### src/rtl/maze_cursor_if.sv
// maze_cursor_if: control, video and probe signals between the maze cursor and its neighbours
interface maze_cursor_if;
    logic       restart;
    logic       video_on;
    logic [9:0] pix_x;
    logic [9:0] pix_y;
    logic       right_x;
    logic       left_x;
    logic       up_y;
    logic       down_y;
    logic       path_in;
    logic [9:0] probe_x;
    logic [9:0] probe_y;
    logic [9:0] pos_x;
    logic [9:0] pos_y;
    logic [1:0] status;
    logic       crash_pulse;
    logic       win_pulse;
    logic       graph_on;
    logic [2:0] graph_rgb;

    modport master (
        output restart, video_on, pix_x, pix_y, right_x, left_x, up_y, down_y, path_in,
        input  probe_x, probe_y, pos_x, pos_y, status, crash_pulse, win_pulse, graph_on, graph_rgb
    );

    modport slave (
        input  restart, video_on, pix_x, pix_y, right_x, left_x, up_y, down_y, path_in,
        output probe_x, probe_y, pos_x, pos_y, status, crash_pulse, win_pulse, graph_on, graph_rgb
    );
endinterface

### src/rtl/maze_cursor.sv
// maze_cursor: tick-paced sprite mover with four-point path probing, clamping, win/crash status and ring sprite render
module maze_cursor #(
    parameter int         H_RES     = 640,
    parameter int         V_RES     = 480,
    parameter int         TICK_DIV  = 900000,
    parameter int         SCALE     = 1,
    parameter int         STEP      = 1,
    parameter int         START_X   = 324,
    parameter int         START_Y   = 244,
    parameter int         GOAL_Y    = 405,
    parameter int         WALL_MODE = 0,
    parameter logic [2:0] RGB       = 3'b100
) (
    input logic         clk,
    input logic         reset,
    maze_cursor_if.slave bus
);
    localparam int SIZE = 8 * SCALE;
    localparam int SH   = $clog2(SCALE);
    localparam int CW   = $clog2(TICK_DIV);
    localparam logic signed [10:0] XMAX = 11'(H_RES - SIZE);
    localparam logic signed [10:0] YMAX = 11'(V_RES - SIZE);
    localparam logic [63:0] RING = 64'h3C66_C3DB_DBC3_663C;
    localparam logic [1:0] PLAY = 2'b00, CRASH = 2'b01, WIN = 2'b10;

    typedef enum logic [2:0] {
        S_IDLE = 3'd0,
        S_P0   = 3'd1,
        S_P1   = 3'd2,
        S_P2   = 3'd3,
        S_P3   = 3'd4,
        S_DEC  = 3'd5
    } state_t;

    state_t           r_state, w_next;
    logic [CW-1:0]    r_cnt;
    logic [9:0]       r_pos_x, r_pos_y, r_cand_x, r_cand_y, r_probe_x, r_probe_y;
    logic [1:0]       r_status;
    logic             r_ok, r_win_pulse, r_crash_pulse;
    logic             w_clr, w_tick, w_move, w_go, w_load, w_ok_nxt, w_commit, w_win, w_crash;
    logic signed [10:0] w_dx, w_dy, w_sx, w_sy;
    logic [9:0]       w_cx, w_cy, w_px, w_py;
    logic             w_in_box;
    logic [2:0]       w_row, w_col;
    logic [5:0]       w_idx;

    assign w_clr  = reset | bus.restart;
    assign w_tick = r_cnt == CW'(TICK_DIV - 1);
    assign w_go   = r_state == S_IDLE && w_tick;

    always_ff @(posedge clk)
        if (w_clr) r_cnt <= '0;
        else       r_cnt <= w_tick ? '0 : r_cnt + CW'(1);

    // Candidate is formed in signed arithmetic so a step off the left/top edge clamps to 0 instead of wrapping
    always_comb begin
        w_dx   = bus.right_x && !bus.left_x ? 11'(STEP) : bus.left_x && !bus.right_x ? -11'(STEP) : 11'sd0;
        w_dy   = bus.down_y && !bus.up_y ? 11'(STEP) : bus.up_y && !bus.down_y ? -11'(STEP) : 11'sd0;
        w_sx   = $signed({1'b0, r_pos_x}) + w_dx;
        w_sy   = $signed({1'b0, r_pos_y}) + w_dy;
        w_cx   = w_sx < 0 ? 10'd0 : w_sx > XMAX ? 10'(XMAX) : w_sx[9:0];
        w_cy   = w_sy < 0 ? 10'd0 : w_sy > YMAX ? 10'(YMAX) : w_sy[9:0];
        w_move = (w_dx != 11'sd0 || w_dy != 11'sd0) && r_status == PLAY;
    end

    always_ff @(posedge clk)
        r_state <= w_clr ? S_IDLE : w_next;

    always_comb
        w_next = r_state == S_IDLE ? (w_go && w_move ? S_P0 : S_IDLE) :
                 r_state == S_DEC  ? S_IDLE : state_t'(r_state + 3'd1);

    // Probe register is loaded with the corner of the state being entered
    always_comb begin
        w_load   = (w_go && w_move) || r_state == S_P0 || r_state == S_P1 || r_state == S_P2;
        w_px     = r_state == S_IDLE ? w_cx + 10'(3 * SCALE) :
                   r_state == S_P0 || r_state == S_P2 ? r_cand_x + 10'(6 * SCALE) : r_cand_x + 10'(3 * SCALE);
        w_py     = r_state == S_IDLE ? w_cy : r_state == S_P0 ? r_cand_y : r_cand_y + 10'(SIZE);
        w_ok_nxt = r_state == S_IDLE ? 1'b1 : r_state == S_DEC ? r_ok : r_ok & bus.path_in;
        w_commit = r_state == S_DEC && r_ok;
        w_win    = w_commit && ({1'b0, r_cand_y} + 11'(SIZE) >= 11'(GOAL_Y));
        w_crash  = r_state == S_DEC && !r_ok && WALL_MODE == 1;
    end

    always_ff @(posedge clk)
        if (w_clr) begin
            r_pos_x       <= 10'(START_X);
            r_pos_y       <= 10'(START_Y);
            r_status      <= PLAY;
            r_cand_x      <= '0;
            r_cand_y      <= '0;
            r_probe_x     <= '0;
            r_probe_y     <= '0;
            r_ok          <= 1'b1;
            r_win_pulse   <= 1'b0;
            r_crash_pulse <= 1'b0;
        end else begin
            r_ok          <= w_ok_nxt;
            r_win_pulse   <= w_win;
            r_crash_pulse <= w_crash;
            if (w_go) begin
                r_cand_x <= w_cx;
                r_cand_y <= w_cy;
            end
            if (w_load) begin
                r_probe_x <= w_px;
                r_probe_y <= w_py;
            end
            if (w_commit) begin
                r_pos_x <= r_cand_x;
                r_pos_y <= r_cand_y;
            end
            if (w_win)   r_status <= WIN;
            if (w_crash) r_status <= CRASH;
        end

    always_comb begin
        w_in_box = bus.pix_x >= r_pos_x && {1'b0, bus.pix_x} < {1'b0, r_pos_x} + 11'(SIZE) &&
                   bus.pix_y >= r_pos_y && {1'b0, bus.pix_y} < {1'b0, r_pos_y} + 11'(SIZE);
        w_row    = 3'((bus.pix_y - r_pos_y) >> SH);
        w_col    = 3'((bus.pix_x - r_pos_x) >> SH);
        w_idx    = {w_row, w_col};
        bus.graph_on  = w_in_box && RING[~w_idx] && bus.video_on;
        bus.graph_rgb = bus.graph_on ? RGB : 3'b000;
    end

    assign bus.probe_x     = r_probe_x;
    assign bus.probe_y     = r_probe_y;
    assign bus.pos_x       = r_pos_x;
    assign bus.pos_y       = r_pos_y;
    assign bus.status      = r_status;
    assign bus.crash_pulse = r_crash_pulse;
    assign bus.win_pulse   = r_win_pulse;
endmodule
### src/flat_wrapper.sv
// flat-port wrapper written by rule: the top's interface ports become plain ports
module maze_cursor_flat 
#(
    parameter int         H_RES     = 640,
    parameter int         V_RES     = 480,
    parameter int         TICK_DIV  = 900000,
    parameter int         SCALE     = 1,
    parameter int         STEP      = 1,
    parameter int         START_X   = 324,
    parameter int         START_Y   = 244,
    parameter int         GOAL_Y    = 405,
    parameter int         WALL_MODE = 0,
    parameter logic [2:0] RGB       = 3'b100
)
  (clk, reset, bus_restart, bus_video_on, bus_pix_x, bus_pix_y, bus_right_x, bus_left_x, bus_up_y, bus_down_y, bus_path_in, bus_probe_x, bus_probe_y, bus_pos_x, bus_pos_y, bus_status, bus_crash_pulse, bus_win_pulse, bus_graph_on, bus_graph_rgb);
  maze_cursor_if bus_i ();
  input logic clk;
  input logic reset;
  input wire logic [$bits(bus_i.restart)-1:0] bus_restart;
  input wire logic [$bits(bus_i.video_on)-1:0] bus_video_on;
  input wire logic [$bits(bus_i.pix_x)-1:0] bus_pix_x;
  input wire logic [$bits(bus_i.pix_y)-1:0] bus_pix_y;
  input wire logic [$bits(bus_i.right_x)-1:0] bus_right_x;
  input wire logic [$bits(bus_i.left_x)-1:0] bus_left_x;
  input wire logic [$bits(bus_i.up_y)-1:0] bus_up_y;
  input wire logic [$bits(bus_i.down_y)-1:0] bus_down_y;
  input wire logic [$bits(bus_i.path_in)-1:0] bus_path_in;
  output wire logic [$bits(bus_i.probe_x)-1:0] bus_probe_x;
  output wire logic [$bits(bus_i.probe_y)-1:0] bus_probe_y;
  output wire logic [$bits(bus_i.pos_x)-1:0] bus_pos_x;
  output wire logic [$bits(bus_i.pos_y)-1:0] bus_pos_y;
  output wire logic [$bits(bus_i.status)-1:0] bus_status;
  output wire logic [$bits(bus_i.crash_pulse)-1:0] bus_crash_pulse;
  output wire logic [$bits(bus_i.win_pulse)-1:0] bus_win_pulse;
  output wire logic [$bits(bus_i.graph_on)-1:0] bus_graph_on;
  output wire logic [$bits(bus_i.graph_rgb)-1:0] bus_graph_rgb;
  assign bus_i.restart = bus_restart;
  assign bus_i.video_on = bus_video_on;
  assign bus_i.pix_x = bus_pix_x;
  assign bus_i.pix_y = bus_pix_y;
  assign bus_i.right_x = bus_right_x;
  assign bus_i.left_x = bus_left_x;
  assign bus_i.up_y = bus_up_y;
  assign bus_i.down_y = bus_down_y;
  assign bus_i.path_in = bus_path_in;
  assign bus_probe_x = bus_i.probe_x;
  assign bus_probe_y = bus_i.probe_y;
  assign bus_pos_x = bus_i.pos_x;
  assign bus_pos_y = bus_i.pos_y;
  assign bus_status = bus_i.status;
  assign bus_crash_pulse = bus_i.crash_pulse;
  assign bus_win_pulse = bus_i.win_pulse;
  assign bus_graph_on = bus_i.graph_on;
  assign bus_graph_rgb = bus_i.graph_rgb;
  maze_cursor #(.H_RES(H_RES), .V_RES(V_RES), .TICK_DIV(TICK_DIV), .SCALE(SCALE), .STEP(STEP), .START_X(START_X), .START_Y(START_Y), .GOAL_Y(GOAL_Y), .WALL_MODE(WALL_MODE), .RGB(RGB)) u_core (.clk(clk), .reset(reset), .bus(bus_i));
endmodule
### config.mk
export PLATFORM = sky130hd
export DESIGN_NAME = maze_cursor_flat
export DESIGN_NICKNAME = d
export VERILOG_FILES = /design/src/rtl/maze_cursor_if.sv /design/src/rtl/maze_cursor.sv /design/src/flat_wrapper.sv
export SDC_FILE = /design/constraint.sdc
export NUM_CORES = 1
export LEC_CHECK = 0
export CORE_ASPECT_RATIO = 0.7
export CORE_MARGIN = 2
export CORE_UTILIZATION = 40
export DETAILED_ROUTE_END_ITERATION = 8
export MAX_ROUTING_LAYER = met4
export PLACE_DENSITY = 0.69
export SYNTH_ARGS = -nofsm -noshare
export SYNTH_HDL_FRONTEND = slang
export SYNTH_SLANG_ARGS = --single-unit
### constraint.sdc
create_clock -name clk -period 7.3 [get_ports clk]
set_clock_uncertainty 0.2 [all_clocks]
set_input_delay 1.46 -clock clk [delete_from_list [all_inputs] [get_ports clk]]
set_output_delay 1.46 -clock clk [all_outputs]
set_load 0.005 [all_outputs]
==> results.txt <==
----------------------------------------------------
[Run status]
  Result of the run ... completed

[Global routing]
  Total Routing Usage GR ... 0.217
  Antenna violations before repair ... 0
  Maximum number of pins on one net before global-route repair ... 43
  Via count of the first global-routing pass ... a little under 6000
  Aggregate global routing overflow ... 0
  Wire length of the first global-routing pass ... around 30000 µm

[Synth]
  Synthesized area divided by synthesized cell count ... around 7.7 µm²
  Sequential fraction of the synthesis area ... 0.259
  Xor and xnor area share after synthesis ... 0.0911
  Synthesized-area fraction occupied by adder cells ... 0.135
  Number of distinct standard cells referenced by the synthesized netlist ... slightly below 80
  Flop and latch count out of synthesis ... 86
  Post-synth design cell area ... 6640 µm²
  Largest family of logic cells by synthesized area ... simple AND/OR/NAND/NOR gates
  Cell types occupying the most area after synthesis ... sky130_fd_sc_hd__dfxtp_1 (26%), sky130_fd_sc_hd__ha_1 (13%), sky130_fd_sc_hd__nand2_1 (6.6%)
  Share of synthesized area spent on multiplexers ... 0.00622
  Yosys top cell by area ... sky130_fd_sc_hd__dfxtp_1
  Synth async-reset ratio ... 0
  Syn Inst Count ... 862
  Synth warnings ... 0
  Synth top area share ... 0.259
  Share of synthesized cell area in and, or, nand and nor gates ... 0.230
  Number of synthesized flops with an enable pin ... 0
  Synth Area in Compound Gates ... 0.213
  Primary FF master, synth ... sky130_fd_sc_hd__dfxtp_1

[Clock network]
  Post-CTS Setup Inserts ... 0
  Quantity of gates resized following cts ... 0
  Sinks on Clock Net ... between 80 and 90
  CTS tree ... built
  Maximum number of buffers from clock root to sink ... 2
  Root buffer cell ... sky130_fd_sc_hd__clkbuf_16
  Worst skew pair latency ... between 0.3 and 0.4 ns
  Cts bufs inserted ... 9
  Clock edge transition at the registers on the reported setup and hold paths ... 0.07 ns
  Hold-fix buffers, CTS ... 0
  H-tree depth reported by CTS ... 3

[Flow run]
  Max capacitance violation total ... 0

[Timing]
  Final worst-path cycle share ... 0.839
  Worst-margin pin slew ... 1.04 ns
  Slew Viols, Final ... 0
  Setup violation total in the final timing report ... 0
  Max_slew headroom ... 0.291
  Maximum operating frequency ... 0.163 GHz
  Final critical-path required period ... between 6 and 7 ns
  Setup repair after global routing missed its margin ... no
  Final hold viol count ... 0
  Total negative setup slack ... 0 ns

[Setup path]
  Kind of launch point of the worst setup path ... input port
  Slowest stage cell, crit path ... sky130_fd_sc_hd__or3_1
  Crit path required time ... roughly 7.3 ns
  Maximum fanout along the worst path ... 9
  Library cell appearing most often on the critical path ... sky130_fd_sc_hd__ha_1
  Biggest cell delay along the critical path ... approximately 0.48 ns
  Top Family by Delay on Critical Path ... compound AO/OA/AOI/OAI gates
  Category of the most critical setup path ... input port to flip-flop
  Number of buffers and inverters on the critical path ... 3
  Series of cell instances along the critical path ... clkdlybuf4s50_1 -> inv_1 -> ha_1 -> inv_1 -> ha_1 -> ha_1 -> a21boi_0 -> o22ai_1 -> or3_1 -> a31oi_1 -> nor4_2 -> o31a_1 -> nor2_4 -> nand2_1 -> ha_1 -> nor2_1 -> nand2_1 -> nor3_1 -> xnor2_1 -> o21ai_0 -> o221ai_1 -> a21oi_1
  Data arrival time of the critical path ... around 6 ns
  Category of the worst setup path capture point ... flip-flop

[Finish]
  Final Util ... 0.476
  Area of the multi-input gates ... ~4500 µm²
  Area growth from synthesis to layout ... 16.8%
  Ratio of cells with drive above 1 in the final layout ... 0.0473
  Diodes inserted ... 0
  Layout filler cell count ... around 1600
  NumNets Final ... between 1000 and 1500
  Register Area ... approximately 1700 µm²

[Placed design]
  Global placement routability congestion ... 0.894
  Hpwl dp ... roughly 14000 µm
  Quantity of I/O buffers inserted on ports ... between 70 and 80

[Floorplanning]
  Core region area ... roughly 16000 µm²
  Row cnt ... 39
  Width of the die ... between 150 and 200 µm
  Die Footprint ... approximately 18000 µm²
  Overall die height ... 112 µm
  Starting Density ... 0.407
  Top-level port count ... a little under 80

[Route]
  Total DRC errors in the routed layout ... 0
  Count of TritonRoute iterations in the first routing pass ... 5
  Post-route antenna net violation count ... 0
  Wire per inst ... around 16 µm
  Total wire length after detailed routing ... ~19000 µm
  Average vias per placed instance ... between 5 and 6
  Count of vias placed by the detailed router ... approximately 6200
  Iteration-0 DRC Markers ... ~470

[Pwr]
  Worst voltage drop across the vdd grid ... 110 µV
  Total power divided by cell area ... about 140 nW/µm²
  Static leakage ... 2.91 nW

[Worst hold path]
  Hold Path Class ... flip-flop to flip-flop

----------------------------------------------------
## logic make-up after synthesis
family / after synthesis
other cells: 1
compound gates: 219
flops: 86
mux: 4
fa+ha+maj: 70
buf+inv: 96
simple gates: 317
xor+xnor: 69
## path summary, 6_finish.rpt
kind              depth (start not counted)  slack (ns)           startpoint                    end
setup / recovery                         22        1.18          bus_right_x  u_core.bus.probe_x[6]
hold / removal                            1        0.26      u_core.r_cnt[0]        u_core.r_cnt[0]
setup reg to reg                         18        2.62  u_core.bus.pos_x[1]  u_core.bus.probe_x[6]
hold reg to reg                           1        0.26      u_core.r_cnt[0]        u_core.r_cnt[0]
## per-layer routing
| layer | part of all wire | wire (µm) | up-vias | track usage |
|---|---|---|---|---|
| li1 | - | - | 3125 | - |
| met1 | 0.52 | 9660 | 2894 | 0.331 |
| met2 | 0.40 | 7530 | 196 | 0.306 |
| met3 | 0.070 | 1300 | 13 | 0.0343 |
| met4 | 0.0069 | 129 | 0 | 0.0354 |
| met5 | 0 | 0 | - | - |
## where the power goes
group | leakage [nW] | switching [W] | internal [W]
clock network | 0.148 | 0.000203 | 0.000270
registers | 0.693 | 0.000000403 | 0.000469
logic | 2.06 | 0.0000861 | 0.0000584
## per-stage QoR
step / hold WS [ns] / area [µm²] / total power (W) / std cells / worst slack [ns]
floorplan: 0.218 / 6650 / 0.000579 / 865 / 1.58
global placement: 0.231 / 7450 / 0.000621 / 1119 / 1.08
detailed placement: 0.240 / 7450 / 0.000622 / 1119 / 0.909
CTS: 0.257 / 7750 / 0.00109 / 1135 / 1.22
global route: 0.272 / 7750 / 0.00112 / 1135 / 0.833
finish: 0.255 / 7750 / 0.00109 / 1135 / 1.18
## layout make-up
cell class / count / area share
sequential: 86 / 0.222
clock buffer: 9 / 0.0291
tap: 225 / 0.0363
timing repair buffer: 76 / 0.0969
clock inverter: 7 / 0.0103
inverter: 49 / 0.0237
multi-input combinational: 683 / 0.582
## cell usage after synthesis (all sizes together), types with 7 or more instances
library cell,n
buf,16
nor3,16
nand2,117
o211ai,18
xnor2,39
dfxtp,86
a21oi,79
nand2b,9
and3,10
a211oi,7
o31ai,7
inv,49
o21ai,40
nand4,14
nand3,39
nor2,69
xor2,30
or3,8
clkbuf,31
ha,67
a21o,18
## registers in the layout (all words and copies together) (netlist names), 3 cells and up
signal and cells:
u_core.bus.pos_x 10, u_core.bus.pos_y 10, u_core.bus.probe_x 10, u_core.bus.probe_y 10
u_core.r_cand_x 10, u_core.r_cand_y 10, u_core.r_cnt 20, u_core.r_state 3
## cell usage in the layout, fill, tap and decap left out, types with 17 or more instances in the layout
cell type	n
sky130_fd_sc_hd__nand2_1	117
sky130_fd_sc_hd__dfxtp_1	86
sky130_fd_sc_hd__a21oi_1	76
sky130_fd_sc_hd__clkdlybuf4s50_1	72
sky130_fd_sc_hd__nor2_1	67
sky130_fd_sc_hd__ha_1	67
sky130_fd_sc_hd__inv_1	48
sky130_fd_sc_hd__o21ai_0	40
sky130_fd_sc_hd__xnor2_1	39
sky130_fd_sc_hd__nand3_1	38
sky130_fd_sc_hd__xor2_1	30
sky130_fd_sc_hd__a21o_1	18
sky130_fd_sc_hd__o211ai_1	17
Note: power is estimated with default switching activity, not from simulation.
